File: src/rtl/block_reduce_pkg.sv
// Shared types and sizing helpers for the block_reduce slice.
// Optional argmax output is enabled by defining BLOCK_REDUCE_ARGMAX_EN.
package block_reduce_pkg;

  typedef enum logic [1:0] {IDLE, REQ, COLLECT, DONE} reduce_state_t;

  localparam int N_DEF     = 32;
  localparam int DEPTH_DEF = 64;

  function automatic int cnt_w(input int depth);
    return $clog2(depth);
  endfunction

  // Sum of depth words of n bits needs n + log2(depth) bits to never wrap.
  function automatic int acc_w(input int n, input int depth);
    return n + $clog2(depth);
  endfunction

  localparam int CNT_W_DEF = cnt_w(DEPTH_DEF);
  localparam int ACC_W_DEF = acc_w(N_DEF, DEPTH_DEF);

endpackage

File: src/rtl/reduce_datapath.sv
// Sum / max (and optional argmax, BLOCK_REDUCE_ARGMAX_EN) registers for block_reduce.
module reduce_datapath #(
  parameter int N     = 32,
  parameter int CNT_W = 6,
  parameter int ACC_W = N + CNT_W
) (
  input  logic             CLK,
  input  logic             rst,
  input  logic             clr,
  input  logic             en,
  input  logic [N-1:0]     data,
`ifdef BLOCK_REDUCE_ARGMAX_EN
  input  logic [CNT_W-1:0] idx,
`endif
  output logic [ACC_W-1:0] sum,
  output logic [N-1:0]     max_val
`ifdef BLOCK_REDUCE_ARGMAX_EN
  ,
  output logic [CNT_W-1:0] max_idx
`endif
);

  // NOTE: registers use non-blocking assignments and a synchronous reset that
  // is sampled only on the clock edge, so every flop here updates together.
  always_ff @(posedge CLK) begin
    if (rst || clr) begin
      sum     <= '0;
      max_val <= '0;
`ifdef BLOCK_REDUCE_ARGMAX_EN
      max_idx <= '0;
`endif
    end else if (en) begin
      sum <= sum + ACC_W'(data);
      // Strict compare keeps the earliest occurrence on ties.
      if (data > max_val) begin
        max_val <= data;
`ifdef BLOCK_REDUCE_ARGMAX_EN
        max_idx <= idx;
`endif
      end
    end
  end

endmodule

File: src/rtl/block_reduce.sv
// Requests one block from the multiplier, reduces it to sum and max, and hands
// the result downstream on valid/ready. BLOCK_REDUCE_ARGMAX_EN adds max_idx.
module block_reduce
  import block_reduce_pkg::*;
#(
  parameter int N     = N_DEF,
  parameter int DEPTH = DEPTH_DEF,
  parameter int CNT_W = cnt_w(DEPTH),
  parameter int ACC_W = N + CNT_W
) (
  input  logic             CLK,
  input  logic             rst,
  input  logic             start,
  output logic             EN_blockRead,
  input  logic             VALID_memVal,
  input  logic [N-1:0]     memVal_data,
  output logic             busy,
  output logic             res_valid,
  input  logic             res_ready,
  output logic [ACC_W-1:0] sum_out,
  output logic [N-1:0]     max_out,
  output logic             overrun
`ifdef BLOCK_REDUCE_ARGMAX_EN
  ,
  output logic [CNT_W-1:0] max_idx
`endif
);

  reduce_state_t    state;
  logic [CNT_W-1:0] count;
  logic             beat_en;
  logic             acc_clr;
  logic             last_beat;

  // A beat is accepted in REQ as well, where it becomes beat 0.
  assign beat_en   = VALID_memVal && (state == REQ || state == COLLECT);
  assign acc_clr   = start && (state == IDLE || (state == DONE && res_ready));
  assign last_beat = (count == CNT_W'(DEPTH - 1));

  always_ff @(posedge CLK) begin
    if (rst) begin
      state        <= IDLE;
      count        <= '0;
      EN_blockRead <= 1'b0;
      busy         <= 1'b0;
      res_valid    <= 1'b0;
      overrun      <= 1'b0;
    end else begin
      case (state)
        IDLE: begin
          if (VALID_memVal) overrun <= 1'b1;
          if (start) begin
            state        <= REQ;
            count        <= '0;
            EN_blockRead <= 1'b1;
            busy         <= 1'b1;
          end
        end
        REQ, COLLECT: begin
          if (VALID_memVal) begin
            EN_blockRead <= 1'b0;
            if (last_beat) begin
              state     <= DONE;
              count     <= '0;
              res_valid <= 1'b1;
            end else begin
              state <= COLLECT;
              count <= count + CNT_W'(1);
            end
          end
        end
        DONE: begin
          if (VALID_memVal) overrun <= 1'b1;
          if (res_ready) begin
            res_valid <= 1'b0;
            if (start) begin
              state        <= REQ;
              EN_blockRead <= 1'b1;
            end else begin
              state <= IDLE;
              busy  <= 1'b0;
            end
          end
        end
        default: state <= IDLE;
      endcase
    end
  end

  reduce_datapath #(
    .N     (N),
    .CNT_W (CNT_W),
    .ACC_W (ACC_W)
  ) u_datapath (
    .CLK     (CLK),
    .rst     (rst),
    .clr     (acc_clr),
    .en      (beat_en),
    .data    (memVal_data),
`ifdef BLOCK_REDUCE_ARGMAX_EN
    .idx     (count),
`endif
    .sum     (sum_out),
    .max_val (max_out)
`ifdef BLOCK_REDUCE_ARGMAX_EN
    ,
    .max_idx (max_idx)
`endif
  );

endmodule

File: config.mk
export PLATFORM = sky130hd
export DESIGN_NAME = block_reduce
export DESIGN_NICKNAME = d
export VERILOG_FILES = /design/src/rtl/block_reduce_pkg.sv /design/src/rtl/reduce_datapath.sv /design/src/rtl/block_reduce.sv
export SDC_FILE = /design/constraint.sdc
export NUM_CORES = 1
export LEC_CHECK = 0
export CAP_MARGIN = 40
export CORE_AREA = 2 2 105 148
export DETAILED_ROUTE_END_ITERATION = 7
export DIE_AREA = 0 0 107 150
export SLEW_MARGIN = 20
export SYNTH_ARGS = -nofsm -noshare
export SYNTH_HDL_FRONTEND = slang
export SYNTH_SLANG_ARGS = --single-unit
File: constraint.sdc
create_clock -name CLK -period 3.5 [get_ports CLK]
set_input_delay 1.05 -clock CLK [delete_from_list [all_inputs] [get_ports CLK]]
set_output_delay 1.05 -clock CLK [all_outputs]
set_load 0.02 [all_outputs]
* Word level (Yosys, flattened, before mapping)
Cells that the tools add are included.
** Operators by class
- Muxes and demuxes :: 22
- $add $sub $neg :: 2
- Equal/unequal tests :: 9
- $lt $le $gt $ge :: 1
- Reductions and logical operators :: 19
** Operators by type and width (count)
- $add A38 B32 Y38 :: 1
- $gt A32 B32 Y1 :: 1
- $mux W6 :: 3
- $pmux W6 S2 :: 1
- $mux W1 :: 11
- $ne A2 B2 Y1 const B :: 5
- $reduce_and A4 Y1 :: 2
- $add A6 B1 Y6 const B :: 1
- $eq A6 B6 Y1 const B :: 1
- $mux W2 :: 3
- $pmux W2 S3 :: 1
- $reduce_and A2 Y1 :: 3
- $reduce_and A3 Y1 :: 2
- $reduce_bool A2 Y1 :: 3
- $eq A2 B2 Y1 const B :: 2
- $pmux W1 S2 :: 2
- $reduce_or A2 Y1 :: 2
- $logic_and A1 B1 Y1 :: 3
- $logic_or A1 B1 Y1 :: 3
- $pmux W1 S3 :: 1
- $eq A2 B1 Y1 const B :: 1
- $logic_not A2 Y1 :: 1
** Word-level totals
- Input port bits :: 37
- Output and inout port bits :: 74
- Flip-flop bits (word level) :: 82

* Logic depth before layout (Yosys ltp)
Gate-level depths: netlist of the first run.
- Depth after elaboration :: 5
- Mapped depth :: 11

* Cells and area by module
From an unflattened synthesis of the first run, not the netlist that was laid out.
** Unflattened totals
- Cells, all modules :: 710
- Area total of the unflattened synthesis :: 5816.8 um2
** By module, submodules not included
- reduce_datapath :: instances 1, cells an instance 627, area an instance 5144.9 um2
- block_reduce :: instances 1, cells an instance 83, area an instance 671.9 um2

* Worst setup path after synthesis of the first run
Ideal clock, no wire load.
- Kind :: input-to-reg
- Start :: in memVal_data[0]
- End :: reg u_datapath.sum[34]
- Data required time :: 3430 ps
- Path slack :: 344 ps
- Arrival :: 3086 ps
- Library setup time :: 70 ps
- Stages on the path :: 11
- Cell sequence :: ha_1 > inv_1 > fa_1 > nor2b_1 > o21bai_1 > a31oi_1 > a211o_1 > a21oi_2 > a2bb2oi_1 > or3_1 > a21oi_1
** Between the ends
- Longest elaborated chain between the ends :: 1
** RTL lines
- start, declared :: line block_reduce.sv:16 : input logic [N-1:0] memVal_data,
- $add A38 B32 Y38 :: line reduce_datapath.sv:33 : sum <= sum + ACC_W'(data);
- end signal, assigned :: line reduce_datapath.sv:33
- end, declared :: line reduce_datapath.sv:15 : output logic [ACC_W-1:0] sum,
Every way passes these cells.
A chain may end at the register's enable or synchronous reset.

* Worst setup path after layout of the first run
- Start :: in memVal_data[14]
- End :: reg u_datapath.sum[31]
Same word-level chain as after synthesis.

==> results of run 1 <==
## synthesized netlist by cell type, types with 9 or more instances
library cell,count
ha_1,67
nand4_1,22
nor2_1,34
xnor2_1,11
a21oi_1,107
inv_1,51
clkbuf_1,32
o21ai_1,9
a31oi_1,11
dfxtp_1,82
o21ai_0,55
a21o_1,39
nand2_1,67
nand3_1,58
## where the power goes
group	switching (uW)	internal [uW]	leakage [uW]	total (uW)
Combinational	1120	809	0.00254	1930
Sequential	93.9	1040	0.000664	1140
Clock	427	701	0.000163	1130
Total	1640	2550	0.00336	4200
## cell type report
class,instances,share of cell area
inverter,51,0.02333
timing repair buffer,215,0.2349
tap,192,0.02928
clock inverter,6,0.01403
clock buffer,10,0.02791
sequential,82,0.2001
multi-input combinational,589,0.4705
## worst min-delay path, cell delays in order (launching register included)
cell     delay (ps)
dfxtp_1         320
nand2_1          60
a21oi_1          50
## routing by layer
layer,GRT usage,share of wire
met2,0.4420,0.52
met5,0,0
met4,0.1006,0.031
met3,0.04181,0.045
met1,0.2599,0.41
## stage by stage
step | total power, uW | setup WS, ps | setup TNS, ps | cell area, um2
finish | 4196 | 168.1 | 0 | 8204
global route | 4452 | -10.24 | -10.24 | 8204
detailed placement | 3072 | -360.6 | -5891 | 7836
global placement | 3035 | -250.2 | -3073 | 7836
floorplan | 2244 | 343.9 | 0 | 5798
CTS | 4213 | 6.176 | 0 | 8180
## sequential cells by signal, indices dropped and copies added, names as in the netlist
register and cells:
busy 1, state 2, count 6, res_valid 1, EN_blockRead 1, u_datapath.sum 38
overrun 1, u_datapath.max_val 32
## worst paths after layout
check             slack, ps  cells past startpoint                 end
setup / recovery        170                     10  u_datapath.sum[31]
hold / removal          470                      2  u_datapath.sum[13]
setup reg to reg       1020                      9  u_datapath.sum[31]
hold reg to reg         470                      2  u_datapath.sum[13]
## cell families (layout without fill, tap and decap cells)
family / count (synthesis) / count (layout) / share of synthesized area
multiplexers: 2 / 2 / 0.003453
adder cells (fa/ha/maj): 68 / 68 / 0.1480
buffers and inverters: 88 / 282 / 0.05783
flip-flops: 82 / 82 / 0.2831
XOR/XNOR: 19 / 19 / 0.02870
AND/OR/NAND/NOR: 228 / 228 / 0.1923
AO/OA/AOI/OAI: 272 / 272 / 0.2866
## what timing repair did
| action | CTS | global route |
|---|---|---|
| hold buffers | 0 | 0 |
| setup endpoints to repair | 0 | 13 |
| gates resized for setup | 0 | 7 |
| setup buffers | 0 | 0 |
==> results.py, run 1 <==
metrics = {
    "synth": {
        "synth.avg_cell_area_um2": 7.639,
        "yosys.area.top_type": "dfxtp_1",
        "mappedNetlistArea_mm2": 0.005798,
        "synth_area_leaders": "dfxtp_1 28%, ha_1 14%, a21oi_1 9.2%, a21o_1 5.0%, nand3_1 5.0%",
        "synth_seq_area_share": 0.2831,
        "synth-async-reset-ratio": 0,
        "synth_edf_count": 0,
        "synth-seq-cells": 82,
        "yosysTopAreaCellShare": 0.2831,
        "ys_warnings": 0,
        "post_synth_net_total": 864,
        "syn_inst": 759,
        "primary_ff_master_synth": "dfxtp_1",
        "ys_types": 53,
    },
    "sta": {
        "timing.final.hold_violations": 0,
        "slew_viol_final": 0,
        "max_slew_margin": 0.6697,
        "worst_pin_slew_ps": 493.3,
        "timing.final.crit_period_ps": 3332,
        "max_clock_freq_ghz": 0.3001,
        "setup_violations": 0,
        "holdWs_ps": 474.8,
        "timing.clock.skew_ps": 8.547,
        "final_min_period_over_clock_period": 0.9520,
    },
    "floorplan": {
        "initial_core_util": 0.3921,
        "floorplan.rows": 53,
        "top_level_ports": 111,
        "vertical_die_dimension_um": 150,
        "die_width_um": 107,
        "fp.dieArea_mm2": 0.01605,
        "core_area_mm2": 0.01479,
    },
    "clock_network": {
        "cts-buffers-inserted": 9,
        "cts-root-buf": "clkbuf_16",
        "tritoncts": "built",
        "clkLatencyLatePin_ps": 360,
        "clock-sinks": 82,
        "worst_setup_hold_path_clk_slew_ps": 70,
        "cts.path.max_buffers": 2,
        "h_tree_depth_reported_by_cts": 3,
    },
    "global_routing": {
        "first_global_vias": 6426,
        "grt_max_degree": 24,
        "grt_remaining_overflow": 0,
        "antenna_found_initial": 0,
        "grt_first_pass_wirelength_um": 30350,
        "grt.total_usage": 0.2369,
    },
    "layout": {
        "nNetsFinal": 1053,
        "syn_to_final_growth_pct": 41.50,
        "multi_input_comb_area_mm2": 0.003860,
        "commonest_non_fill_non_tap_cell_in_the_layout": "clkdlybuf4s50_1",
        "leading_cell_types_in_the_layout_fill_and_taps_excluded": "110 x clkdlybuf4s50_1, 105 x a21oi_1, 102 x buf_4",
        "register_area_mm2": 0.001642,
        "final_layout_size_suffix_gt1_frac": 0.1448,
        "fillCellCount": 1424,
        "antennaDiodeCount": 0,
        "fin_util": 0.5548,
        "final-instance-count-excl-fill": 1145,
    },
    "placed_design": {
        "gp_congestion": 0.9543,
        "post-dp-hpwl_um": 14580,
        "dp.cells": 1129,
        "buffer_ports.inserted": 110,
    },
    "critical_path": {
        "critPathMaxStageDelay_ps": 450,
        "timing.rr.start": "u_datapath.sum[14]",
        "arrival_ps": 3580,
        "endpoint_kind": "flip-flop",
        "cp.buffers_inverters": 1,
        "setup.worst_path.class": "in2reg",
        "critical_path.top_delay_family": "compound AO/OA/AOI/OAI gates",
        "timing.critical_path.slowest_stage_cell": "clkdlybuf4s50_1",
        "worst_setup_path_startpoint": "memVal_data[14]",
        "startpoint_type": "input pin",
        "top_fanout_value_on_the_critical_path": 3,
        "worstPathRequired_ps": 3750,
        "worstPathCellList": "clkdlybuf4s50_1 -> ha_1 -> a21o_1 -> o21bai_1 -> a221o_1 -> a21oi_1 -> o32ai_2 -> o211ai_2 -> a2111oi_2 -> a311o_1",
    },
    "route": {
        "postRouteAntennaNets": 0,
        "firstDrtPassIters": 5,
        "number_of_vias_per_cell_after_detailed_routing": 5.515,
        "detail_route.wirelength_um": 18750,
        "dr_total_vias": 6315,
        "dr_wl_cell_um": 16.38,
        "drt_iter0_markers": 248,
        "detailed_route_drc_error_count": 0,
    },
    "worst_hold_path": {
        "holdCritStartpoint": "u_datapath.sum[13]",
        "min_path_type": "reg2reg",
    },
    "power_and_ir_drop": {
        "static-leakage-power_uw": 0.003364,
        "power_density_mw_per_mm2": 511.4,
        "irDropWorstVdd_mv": 0.3491,
    },
    "outcome": {
        "status": "finished, final reports clean",
    },
    "run": {
        "drv_cap": 0,
    },
}
No activity file was read; power rests on OpenSTA's default activity.
==> inputs of run 2 (changes only) <==
==> constraint.sdc (replaced) <==
create_clock -name CLK -period 3.1 [get_ports CLK]
set_input_delay 0.93 -clock CLK [delete_from_list [all_inputs] [get_ports CLK]]
set_output_delay 0.93 -clock CLK [all_outputs]
set_load 0.02 [all_outputs]
==> run 2 against run 1 <==
- register-to-register slack lost 400 ps
- sequential cell count unchanged
- hold slack lost 2.4 ps
- count of clock-buffer cells in the layout increased by 2
- global-route usage rose by 0.73 points
- clock skew down 3.3 ps
- sequential share of layout area is 1.6 points lower
- utilization grew 4.9 points
- die area unchanged
- setup slack got worse by 99 ps
- critical endpoint is now u_datapath.max_val[29]
==> results.py, run 2 (synthesized netlist as in run 1, its figures left out) <==
metrics = {
    "placed_design": {
        "gp_congestion": 0.9455,
        "buffer_ports.inserted": 110,
        "dp.cells": 1161,
        "pre_cts_ws_ps": -641.5,
        "post-dp-hpwl_um": 14870,
        "placed_area_mm2": 0.008102,
    },
    "clock_network": {
        "h_tree_depth_reported_by_cts": 3,
        "cts.path.max_buffers": 2,
        "clkLatencyLatePin_ps": 350,
        "worst_setup_hold_path_clk_slew_ps": 60,
        "tritoncts": "built",
        "cts-buffers-inserted": 9,
        "clock-sinks": 82,
        "cts-root-buf": "clkbuf_16",
    },
    "layout": {
        "register_area_mm2": 0.001642,
        "syn_to_final_growth_pct": 53.99,
        "final-instance-count-excl-fill": 1193,
        "leading_cell_types_in_the_layout_fill_and_taps_excluded": "142 x buf_4, 93 x a21oi_1, 88 x clkdlybuf4s50_1",
        "multi_input_comb_area_mm2": 0.004130,
        "commonest_non_fill_non_tap_cell_in_the_layout": "buf_4",
        "final_layout_size_suffix_gt1_frac": 0.2228,
        "antennaDiodeCount": 0,
        "largestRegisters": "u_datapath.sum x38, u_datapath.max_val x32, count x6",
        "nNetsFinal": 1101,
        "max_flop_register": "u_datapath.sum",
        "final_cell_area_mm2": 0.008929,
        "max_ffs_per_register": 38,
        "fillCellCount": 1308,
    },
    "route": {
        "top_layer_used": "met4",
        "route.met2.wl_um": 10600,
        "firstDrtPassIters": 5,
        "number_of_vias_per_cell_after_detailed_routing": 5.527,
        "dr_wl_cell_um": 17.02,
        "detailed_route_drc_error_count": 0,
        "m1_wire_length_um": 8405,
        "drt_iter0_markers": 330,
        "dr_total_vias": 6594,
        "postRouteAntennaNets": 0,
        "wl_met3_um": 743,
        "detail_route.wirelength_um": 20300,
    },
    "floorplan": {
        "top_level_ports": 111,
        "core_area_mm2": 0.01479,
        "floorplan.rows": 53,
        "initial_core_util": 0.3921,
        "vertical_die_dimension_um": 150,
        "die_width_um": 107,
        "fp.dieArea_mm2": 0.01605,
    },
    "worst_hold_path": {
        "min_path_type": "reg2reg",
        "holdCritStartpoint": "u_datapath.sum[13]",
    },
    "sta": {
        "setup_violations": 0,
        "timing.clock.skew_ps": 5.206,
        "max_clock_freq_ghz": 0.3299,
        "max_slew_margin": 0.6400,
        "fin_setup_tns_ps": 0,
        "final_min_period_over_clock_period": 0.9778,
        "rsz_0062_raised_after_global_routing": "yes",
        "postLayoutSetupSlackWorst_ps": 68.81,
        "holdWs_ps": 472.4,
        "timing.final.crit_period_ps": 3031,
        "timing.final.hold_violations": 0,
        "slew_viol_final": 0,
        "worst_pin_slew_ps": 537.6,
    },
    "critical_path": {
        "worstPathRequired_ps": 3340,
        "endpoint_kind": "flip-flop",
        "timing.critical_path.slowest_stage_cell": "clkdlybuf4s50_1",
        "critPathMaxStageDelay_ps": 480,
        "setup.worst_path.class": "in2reg",
        "worst_setup_path_startpoint": "memVal_data[10]",
        "startpoint_type": "input pin",
        "critical_path.top_delay_family": "compound AO/OA/AOI/OAI gates",
        "timing.rr.start": "u_datapath.max_val[29]",
        "worstPathCellList": "clkdlybuf4s50_1 -> ha_1 -> nand4_1 -> or3_4 -> o221a_4 -> o21a_4 -> buf_4 -> o21ai_0 -> a21oi_1",
        "cp.buffers_inverters": 2,
        "arrival_ps": 3270,
        "top_fanout_value_on_the_critical_path": 7,
    },
    "power_and_ir_drop": {
        "irDropWorstVdd_mv": 0.3709,
        "static-leakage-power_uw": 0.003831,
        "power_density_mw_per_mm2": 545.1,
    },
    "run": {
        "drv_cap": 0,
    },
    "global_routing": {
        "grt_remaining_overflow": 0,
        "antenna_found_initial": 0,
        "first_global_vias": 6747,
        "grt.total_usage": 0.2441,
        "grt_max_degree": 33,
        "grt_first_pass_wirelength_um": 31480,
    },
    "outcome": {
        "status": "finished, final reports clean",
    },
}
==> run 2: changes by cell type in the layout (fill, tap and decap cells not counted), moves of 3 or more <==
| cell | change |
|---|---|
| buf_4 | +40 |
| ha_4 | +6 |
| buf_6 | +3 |
| clkdlybuf4s50_1 | -22 |
| ha_1 | -8 |
| nand3_1 | -3 |
| buf_12 | +3 |
| a21oi_2 | +11 |
| nand3_2 | +3 |
| o21ai_0 | -6 |
| dlymetal6s2s_1 | +20 |
| o21ai_1 | +3 |
| a21oi_1 | -12 |
==> run 2: area by class of cell <==
class | instances | area share
Clock buffer | 12 | 0.02873
Clock inverter | 4 | 0.005605
Inverter | 51 | 0.02144
Multi-Input combinational cell | 589 | 0.4626
Sequential cell | 82 | 0.1839
Tap cell | 192 | 0.02691
Timing Repair Buffer | 263 | 0.2709
==> run 2: layer usage <==
layer | GRT usage | up-vias
li1 | - | 3245
met1 | 0.2774 | 3146
met4 | 0.09675 | 0
met2 | 0.4525 | 165
met3 | 0.03615 | 38
met5 | 0 | -
==> run 2: final timing paths <==
kind                            slack [ps]  cells after the start                endpoint
worst max register to register         620                     11  u_datapath.max_val[29]
worst max-delay path                    70                      9  u_datapath.max_val[29]
worst min-delay path                   470                      2      u_datapath.sum[13]
worst min register to register         470                      2      u_datapath.sum[13]
==> run 2: repair_timing <==
item,CTS,global route
hold endpoints to repair,0,0
cloned,0,3
pin swaps,13,40
gates resized for setup,17,65
buffers inserted,6,7
setup endpoints to repair,25,54
hold buffers,0,0
==> run 2: through the flow <==
stage	utilization	total power, uW
floorplan	-	2533
global placement	0.5478	3531
detailed placement	0.5478	3583
CTS	0.5766	4739
global route	0.6038	5155
finish	0.6038	4867
==> run 2: power breakdown <==
part	internal (uW)	leakage (uW)	switching [uW]
sequential	1180	0.000664	111
combinational	1070	0.00302	1380
clock	667	0.000145	454
==> run 2: tightest hold or removal path, cell delays in order (launching register included) <==
cell and delay, ps:
dfxtp_1 320, nand2_1 60, a21oi_1 50
